`config.mk`:
```
export PLATFORM = sky130hd
export DESIGN_NAME = syn_fifo
export DESIGN_NICKNAME = d
export VERILOG_FILES = /design/src/rtl/syn_fifo_pkg.sv /design/src/rtl/syn_fifo_ram.sv /design/src/rtl/syn_fifo.sv
export SDC_FILE = /design/constraint.sdc
export NUM_CORES = 1
export LEC_CHECK = 0
export CORE_MARGIN = 1.5
export CORE_UTILIZATION = 44
export DETAILED_ROUTE_END_ITERATION = 6
export GPL_TIMING_DRIVEN = 0
export SYNTH_ARGS = -nofsm -noshare
export SYNTH_HDL_FRONTEND = slang
export SYNTH_HIERARCHICAL = 1
export SYNTH_SLANG_ARGS = --single-unit
```
`constraint.sdc`:
```
create_clock -name I_clk -period 3.1 [get_ports I_clk]
set_input_delay 0.775 -clock I_clk [delete_from_list [all_inputs] [get_ports I_clk]]
set_output_delay 0.775 -clock I_clk [all_outputs]
set_load 0.02 [all_outputs]
```
`src/rtl/syn_fifo_pkg.sv`:
```
// syn_fifo_pkg: shared sizing helper and threshold legality check for syn_fifo.
package syn_fifo_pkg;

    function automatic int unsigned level_width(input int unsigned asize);
        return asize + 1;
    endfunction

    function automatic bit thresholds_legal(input int unsigned depth,
                                            input int unsigned af_level,
                                            input int unsigned ae_level);
        return (af_level >= 1) && (af_level <= depth) && (ae_level <= depth - 1);
    endfunction

endpackage

```
`src/rtl/syn_fifo_ram.sv`:
```
// syn_fifo_ram: DEPTH x DSIZE simple dual-port RAM, one write port, one registered read port.
module syn_fifo_ram
    import syn_fifo_pkg::*;
#(
    parameter int unsigned ASIZE = 4,
    parameter int unsigned DSIZE = 8
) (
    input  logic             i_clk,
    input  logic             i_rst,
    input  logic             i_we,
    input  logic [ASIZE-1:0] i_waddr,
    input  logic [DSIZE-1:0] i_wdata,
    input  logic             i_re,
    input  logic [ASIZE-1:0] i_raddr,
    output logic [DSIZE-1:0] o_rdata
);
    localparam int unsigned DEPTH = 1 << ASIZE;

    (* ram_style = "block" *) logic [DSIZE-1:0] r_mem [DEPTH];
    logic [DSIZE-1:0] r_rdata;

    always_ff @(posedge i_clk) begin
        if (i_we) begin
            r_mem[i_waddr] <= i_wdata;
        end
    end

    // Only the output register is reset; array contents survive reset.
    always_ff @(posedge i_clk) begin
        if (i_rst) begin
            r_rdata <= '0;
        end else if (i_re) begin
            r_rdata <= r_mem[i_raddr];
        end
    end

    assign o_rdata = r_rdata;

endmodule

```
`src/rtl/syn_fifo.sv`:
```
// syn_fifo: single-clock FIFO with exact level, almost flags, error pulses and optional FWFT read.
module syn_fifo
    import syn_fifo_pkg::*;
#(
    parameter int unsigned ASIZE    = 4,
    parameter int unsigned DSIZE    = 8,
    parameter int unsigned FWFT     = 0,
    parameter int unsigned AF_LEVEL = (1 << ASIZE) - 4,
    parameter int unsigned AE_LEVEL = 2
) (
    input  logic             I_clk,
    input  logic             I_rst,
    input  logic             I_winc,
    input  logic [DSIZE-1:0] I_wdata,
    output logic             O_wfull,
    output logic             O_afull,
    input  logic             I_rinc,
    output logic [DSIZE-1:0] O_rdata,
    output logic             O_rempty,
    output logic             O_aempty,
    output logic [ASIZE:0]   O_level,
    output logic             O_ovf,
    output logic             O_udf
);
    localparam int unsigned DEPTH = 1 << ASIZE;
    localparam int unsigned LW    = level_width(ASIZE);

    if (!thresholds_legal(DEPTH, AF_LEVEL, AE_LEVEL)) begin : g_bad_thresholds
        $error("syn_fifo: AF_LEVEL must be 1..DEPTH and AE_LEVEL 0..DEPTH-1");
    end

    logic [ASIZE-1:0] r_waddr, r_raddr;
    logic [LW-1:0]    r_level;
    logic             r_full, r_afull, r_empty, r_aempty, r_ovf, r_udf;
    logic [DSIZE-1:0] r_byp;
    logic             r_sel_ram;

    logic             w_wa, w_ra;
    logic [LW-1:0]    w_level_nxt;
    logic             w_ram_re;
    logic [ASIZE-1:0] w_ram_raddr;
    logic [DSIZE-1:0] w_ram_q;

    always_comb begin
        w_wa        = I_winc & ~r_full;
        w_ra        = I_rinc & ~r_empty;
        w_level_nxt = r_level;
        if (w_wa && !w_ra) begin
            w_level_nxt = r_level + LW'(1);
        end else if (!w_wa && w_ra) begin
            w_level_nxt = r_level - LW'(1);
        end
        // FWFT: head lives in the output stage, so a pop fetches the word after it.
        if (FWFT != 0) begin
            w_ram_raddr = r_raddr + ASIZE'(1);
            w_ram_re    = w_ra && (r_level >= LW'(2));
        end else begin
            w_ram_raddr = r_raddr;
            w_ram_re    = w_ra;
        end
    end

    syn_fifo_ram #(
        .ASIZE (ASIZE),
        .DSIZE (DSIZE)
    ) u_ram (
        .i_clk   (I_clk),
        .i_rst   (I_rst),
        .i_we    (w_wa & ~I_rst),
        .i_waddr (r_waddr),
        .i_wdata (I_wdata),
        .i_re    (w_ram_re),
        .i_raddr (w_ram_raddr),
        .o_rdata (w_ram_q)
    );

    always_ff @(posedge I_clk) begin
        if (I_rst) begin
            r_waddr   <= '0;
            r_raddr   <= '0;
            r_level   <= '0;
            r_full    <= 1'b0;
            r_afull   <= 1'b0;
            r_empty   <= 1'b1;
            r_aempty  <= 1'b1;
            r_ovf     <= 1'b0;
            r_udf     <= 1'b0;
            r_byp     <= '0;
            r_sel_ram <= 1'b1;
        end else begin
            if (w_wa) r_waddr <= r_waddr + ASIZE'(1);
            if (w_ra) r_raddr <= r_raddr + ASIZE'(1);
            r_level  <= w_level_nxt;
            r_full   <= (w_level_nxt == LW'(DEPTH));
            r_afull  <= (w_level_nxt >= LW'(AF_LEVEL));
            r_empty  <= (w_level_nxt == '0);
            r_aempty <= (w_level_nxt <= LW'(AE_LEVEL));
            r_ovf    <= I_winc & r_full;
            r_udf    <= I_rinc & r_empty;
            // Incoming word becomes the head directly when nothing else is queued ahead of it.
            if (w_wa && (r_empty || (w_ra && r_level == LW'(1)))) begin
                r_byp     <= I_wdata;
                r_sel_ram <= 1'b0;
            end else if (w_ram_re) begin
                r_sel_ram <= 1'b1;
            end
        end
    end

    assign O_rdata  = ((FWFT != 0) && !r_sel_ram) ? r_byp : w_ram_q;
    assign O_level  = r_level;
    assign O_wfull  = r_full;
    assign O_afull  = r_afull;
    assign O_rempty = r_empty;
    assign O_aempty = r_aempty;
    assign O_ovf    = r_ovf;
    assign O_udf    = r_udf;

endmodule

```
==> qor.txt, run 1 <==
Core Rows -> 43
Area of the multi-input gates -> 0.001728 mm²
Slowest-stage cell, CP -> clkdlybuf4s50_1
Syn Inst Count -> 415
Post-detailed-route via-to-cell ratio -> 5.429
All-Layer GR Usage -> 19.40%
Fmax -> 343.1 MHz
Commonest non-fill, non-tap cell in the layout -> edfxtp_1
Final Setup Violations -> 0
Leak Pwr -> 2.404 nW
Max stage delay on crit path -> 0.59 ns
Clock Tree Buf Depth -> 2
Final min period -> 2.915 ns
Antenna viol nets, final -> 0
Worst slew margin -> 36.30%
Largest net degree at the start of global routing -> 17
Diode count -> 0
Syn Area/Cell -> 15.12 µm²
Worst vdd ir -> 377.7 µV
Power per cell area -> 660.6 mW/mm²
Pin slew with the least headroom to its limit -> 0.9520 ns
Final instance area -> 0.007425 mm²
Final Skew -> 0.008379 ns
GRT overflow -> 0
Final Cycle Share -> 94.03%
Nets -> 480
Register area share after synthesis -> 69.87%
Worst skew pair latency -> 0.42 ns
Die ar. -> 0.01499 mm²
Max_cap viols -> 0
CTS Hold Bufs -> 0
DRC Markers -> 0
Final Max Tran Viols -> 0
Share of cells above drive strength 1 -> 12.58%
Io pins -> 31
Fin util -> 53.49%
Crit path launch type -> input port
Die X -> 122.4 µm
Root Buffer Master -> clkbuf_16
Critical setup path kind -> input port to register
Critical Path AT -> 2.97 ns
Via count -> 3567
Post-synth net total -> 431
Area growth syn-to-layout -> 18.33%
Reg area -> 0.004384 mm²
Post-synth design cell area -> 0.006275 mm²
Wire per inst -> 20.05 µm
H-Tree Depth -> 4
Hold WC Path Type -> register to register
Initial antenna violation count -> 0
Initial core utilization -> 45.20%
Port bufs -> 30
Drt first-iter violations -> 317
Die height -> 122.4 µm
Worst-path clk slew -> 0.06 ns
First drt pass iteration count -> 5
Most frequent cells in the layout -> 128 x edfxtp_1, 64 x mux2i_1, 30 x clkdlybuf4s50_1, 27 x dfxtp_1, 27 x nand3_1
Synth Register Bits -> 155
Num CTS Buffers -> 17
Syn. warnings -> 6
Placement Cell Area -> 0.006800 mm²
Vias in the first global route -> 3440
Global-route wire length before repair -> 20.36 mm
Total negative slack -> 0 ns
Clock sink total -> 155
Outcome -> finished, final reports clean
TritonCTS clock tree -> yes
CORE AREA -> 0.01388 mm²
Total routed wirelength -> 13.18 mm
Worst EP required -> 3.16 ns
Fill cell count -> 1126
Dpl hpwl -> 8.516 mm
Critical path cell sequence -> clkdlybuf4s50_1 -> clkbuf_1 -> nor2_1 -> or3b_2 -> nor3_4
Final Hold Fails -> 0
Final GP Congestion -> 0.7706
Unrepaired setup endpoints after global routing -> no
CP max FO -> 10
Synth cell types -> 45
Worst setup EP type -> register
-- cell type report --
type                            count  area share [%]
Sequential cell                   155           59.05
Multi-Input combinational cell    238           23.27
Clock buffer                       27           7.634
Timing Repair Buffer               30           4.044
Tap cell                          180           3.033
Buffer                             18           2.444
Clock inverter                      5          0.3202
Inverter                            4          0.2022
-- metrics by stage --
stage	instances	worst slack (ns)	hold WS [ns]	total power, mW
3_5_place_dp	625	-0.9602	0.4441	2.925
5_1_grt	657	0.04800	0.4758	5.074
6_report	657	0.1850	0.4595	4.905
3_3_place_gp	625	-0.8541	0.4487	2.914
2_1_floorplan	415	0.3996	0.4888	2.706
4_1_cts	657	0.01600	0.4602	4.933
-- cell families after synthesis --
kind of cell,synth area share [%]
AOI/OAI and AO/OA,5.085
xor gates and xnor gates,1.695
adders and majority gates,0.7976
buffers and inverters,3.130
DFF,69.87
muxes,10.39
and+or+nand+nor,9.033
-- registers in the layout, summed over array words and instances, names as in the netlist --
register	count
O_afull	1
r_raddr	4
r_waddr	4
O_level	5
O_rempty	1
u_ram/o_rdata	8
O_ovf	1
O_aempty	1
O_wfull	1
O_udf	1
u_ram/r_mem	128
-- worst paths after layout --
| check | slack (ns) | end | depth (start not counted) | startpoint |
|---|---|---|---|---|
| worst max-delay path | 0.18 | u_ram/r_mem[0][1] | 5 | I_rst |
| worst min register to register | 0.46 | u_ram/o_rdata[2] | 2 | u_ram/o_rdata[2] |
| worst min-delay path | 0.46 | u_ram/o_rdata[2] | 2 | u_ram/o_rdata[2] |
| worst max register to register | 0.80 | u_ram/r_mem[0][1] | 4 | O_wfull |
-- power by group --
group / internal, mW / total, mW / switching (mW)
Clock: 1.25 / 2.01 / 0.767
Sequential: 2.32 / 2.38 / 0.0616
Combinational: 0.211 / 0.512 / 0.301
-- worst max-delay path, delay by kind of cell --
kind	cells	cell delay (ns)
AND/OR/NAND/NOR	3	1.29
buffers and inverters	2	0.90
-- metal layers --
| layer | wire (µm) | track usage [%] | vias to the layer above |
|---|---|---|---|
| met2 | 6172 | 30.17 | 112 |
| met5 | 0 | 0 | - |
| li1 | - | - | 1676 |
| met4 | 244 | 7.776 | 0 |
| met1 | 5965 | 26.14 | 1760 |
| met3 | 793 | 4.972 | 19 |
-- cell usage after synthesis (all sizes together) --
cell type	n	area, µm²
xor2	6	52.55
inv	4	15.01
dfxtp	27	540.5
buf	16	173.9
nor3	7	35.03
a21oi	11	55.05
nand3b	5	37.54
or3	2	12.51
nand2b	3	18.77
a211oi	1	7.510
and2	4	26.28
o21ai	2	10.01
or2b	1	7.510
nand4	3	18.77
ha	4	50.05
a31o	1	8.760
clkbuf	2	7.510
nor2b	4	32.53
and3	3	20.02
o31ai	1	7.510
a21o	1	7.510
or3b	1	8.760
a22oi	25	192.7
mux2i	64	640.6
o22ai	2	12.51
xnor2	4	53.81
a311oi	1	8.760
nor2	26	100.1
nand3	27	135.1
o41ai	1	8.760
edfxtp	128	3844
nand2	25	93.84
nor3b	2	20.02
mux2	1	11.26
-- what timing repair did --
item	CTS	global route
gates cloned	0	0
setup buffers	0	0
endpoints found under the setup margin	32	24
hold endpoints to repair	0	0
resized for setup	5	3
Power figures use the tool's default switching activity.
==> run 2: changes to the inputs <==
--- a/config.mk
+++ b/config.mk
@@ -7,2 +7,3 @@
 export LEC_CHECK = 0
+export ABC_AREA = 1
 export CORE_MARGIN = 1.5
--- a/constraint.sdc
+++ b/constraint.sdc
@@ -3,2 +3,2 @@
 set_output_delay 0.775 -clock I_clk [all_outputs]
-set_load 0.02 [all_outputs]
+set_load 0.005 [all_outputs]
==> run 2 against run 1 <==
Utilization is 0.54 points lower. Maximum frequency is 14% higher. Routed wire length is 14% higher. Hold slack better by 0.045 ns. Flip-flop and latch count stayed put. Non-clock buffer count is 10 higher. Register-to-register slack better by 0.17 ns. Clock power is 6% higher. Power is 9.6% higher. Die area is 4.4% higher. First-iteration DRC count is 20% higher. Combinational power is 69% higher.
==> qor.txt, run 2 <==
Outcome -> finished, final reports clean
Fill cell count -> 1284
First drt pass iteration count -> 5
Final cell count without fillers -> 867
Post-CTS resize count -> 0
Area of the multi-input gates -> 0.001834 mm²
TritonCTS clock tree -> yes
Area leader, netlist -> edfxtp_1
Core Rows -> 44
Post-synth design cell area -> 0.006559 mm²
Worst skew pair latency -> 0.43 ns
Clock power share -> 39.7%
Top_reg_cell synth -> edfxtp_1
Total routed wirelength -> 15.00 mm
Post-synth net total -> 638
Worst slew margin -> 42.87%
Post-detailed-route via-to-cell ratio -> 5.212
Syn. warnings -> 6
Via count -> 4519
Antenna viol nets, final -> 0
Register area share after synthesis -> 66.84%
Hold WC Path Type -> register to register
Syn Inst Count -> 622
Critical Path Most Common Cell -> nor2_1
Final min period -> 2.568 ns
Post-synth EDFFs -> 128
Die ar. -> 0.01565 mm²
Num CTS Buffers -> 17
Setup bufs post-CTS -> 0
Post-route setup slack -> 0.5322 ns
Final Setup Violations -> 0
Root Buffer Master -> clkbuf_16
Most frequent cells in the layout -> 201 x nand2_1, 128 x edfxtp_1, 121 x nand3_1, 49 x nor2_1, 29 x clkdlybuf4s50_1
Final GP Congestion -> 0.8247
Dpl ws -> 0.07610 ns
Fmax -> 389.4 MHz
Pin slew with the least headroom to its limit -> 0.8538 ns
Share of cells above drive strength 1 -> 10.69%
Initial core utilization -> 45.13%
Vias in the first global route -> 4402
Worst vdd ir -> 335.6 µV
Final Cycle Share -> 82.83%
Max stage delay on crit path -> 0.70 ns
Synth cell count leaders -> 201 x nand2_1, 128 x edfxtp_1, 121 x nand3_1
Drt first-iter violations -> 381
Global-route wire length before repair -> 23.88 mm
Fin util -> 52.95%
Syn Area/Cell -> 10.54 µm²
Synth Register Bits -> 155
Die X -> 125.1 µm
Final Skew -> 0.01204 ns
Most flops, register -> u_ram/r_mem
Synth cell types -> 30
Power per cell area -> 698.4 mW/mm²
GRT overflow -> 0
Final instance area -> 0.007696 mm²
CTS Hold Bufs -> 0
Top-count cell post-synth -> nand2_1
Critical Path AT -> 2.62 ns
Sw Ratio -> 25.24%
Slowest-stage cell, CP -> nor2_1
Unrepaired setup endpoints after global routing -> no
Initial antenna violation count -> 0
DRC Markers -> 0
Pint -> 4.018 mW
Final Max Tran Viols -> 0
Synth area leaders -> edfxtp_1 59%, nand2_1 12%, nand3_1 9.2%
Port bufs -> 29
P_sw -> 1.357 mW
Total negative slack -> 0 ns
Worst setup EP type -> register
Diode count -> 0
Async SR Flop Fraction -> 0%
Worst EP required -> 3.15 ns
Die height -> 125.1 µm
Worst-path clk slew -> 0.06 ns
Clock Tree Buf Depth -> 2
Critical setup path kind -> input port to register
Nets -> 686
Leak Pwr -> 2.953 nW
Io pins -> 31
All-Layer GR Usage -> 20.37%
Max_cap viols -> 0
CP max FO -> 8
Clock sink total -> 155
H-Tree Depth -> 4
Critical path cell sequence -> clkdlybuf4s50_1 -> nand2_1 -> nor2_1 -> nand3_1 -> nor2_1
CORE AREA -> 0.01453 mm²
Placement Cell Area -> 0.007079 mm²
Largest register FFs -> 128
Dpl hpwl -> 9.988 mm
Sequential Power Share -> 44.2%
Commonest non-fill, non-tap cell in the layout -> nand2_1
Wire per inst -> 17.30 µm
Synth top area share -> 58.60%
Reg area -> 0.004384 mm²
Area growth syn-to-layout -> 17.34%
Crit path launch type -> input port
Placed cell count -> 835
Final Hold Fails -> 0
Combinational share of power -> 16.1%
Largest net degree at the start of global routing -> 17
-- run 2: area by class of cell --
class / instances / share of cell area (%)
multi-input combinational: 406 / 23.83
inverter: 32 / 1.561
clock buffer: 25 / 6.568
tap: 184 / 2.991
clock inverter: 7 / 1.447
sequential: 155 / 56.97
buffer: 29 / 2.861
timing repair buffer: 29 / 3.772
-- run 2: worst paths after layout --
path / to / slack [ns] / depth (start not counted) / start
worst min register to register: r_raddr[2] / 0.50 / 2 / r_raddr[2]
worst max register to register: u_ram/r_mem[14][3] / 0.97 / 5 / O_wfull
worst min-delay path: r_raddr[2] / 0.50 / 2 / r_raddr[2]
worst max-delay path: u_ram/r_mem[14][3] / 0.53 / 5 / I_winc
-- run 2: critical path, delay by kind of cell --
family                 cells  cell delay, ns
buffers and inverters      1            0.49
AND/OR/NAND/NOR            4            1.34
-- run 2: metrics by stage --
stage,power (mW),hold slack (ns)
after global routing,5.598,0.5337
final,5.375,0.5048
after floorplan,2.957,0.4676
after global placement,3.266,0.4835
after CTS,5.398,0.5090
after detailed placement,3.278,0.5003
-- run 2: kinds of logic (layout without fill, tap and decap cells) --
group           after synthesis  after routing  share of synthesized area (%)
simple gates                393            393                          26.46
fa+ha+maj                     4              4                         0.7631
buf+inv                      61            122                          5.189
xor+xnor                      1              1                         0.1336
compound gates                8              8                         0.6103
flops                       155            155                          66.84
-- run 2: metal layers --
| layer | global-route usage, % | share of wire (%) | vias up |
|---|---|---|---|
| met5 | 0 | 0 | - |
| met2 | 31.92 | 47 | 138 |
| met1 | 27.01 | 44 | 2140 |
| met4 | 9.960 | 3.1 | 0 |
| li1 | - | - | 2208 |
| met3 | 4.493 | 5.6 | 33 |
-- run 2: power by group through the flow --
stage,Sequential (mW),Clock [mW],Combinational (mW)
after CTS,2.38,2.16,0.862
after detailed placement,2.42,0,0.857
after global routing,2.39,2.24,0.968
after global placement,2.42,0,0.848
after floorplan,2.42,0,0.540
final,2.38,2.13,0.863
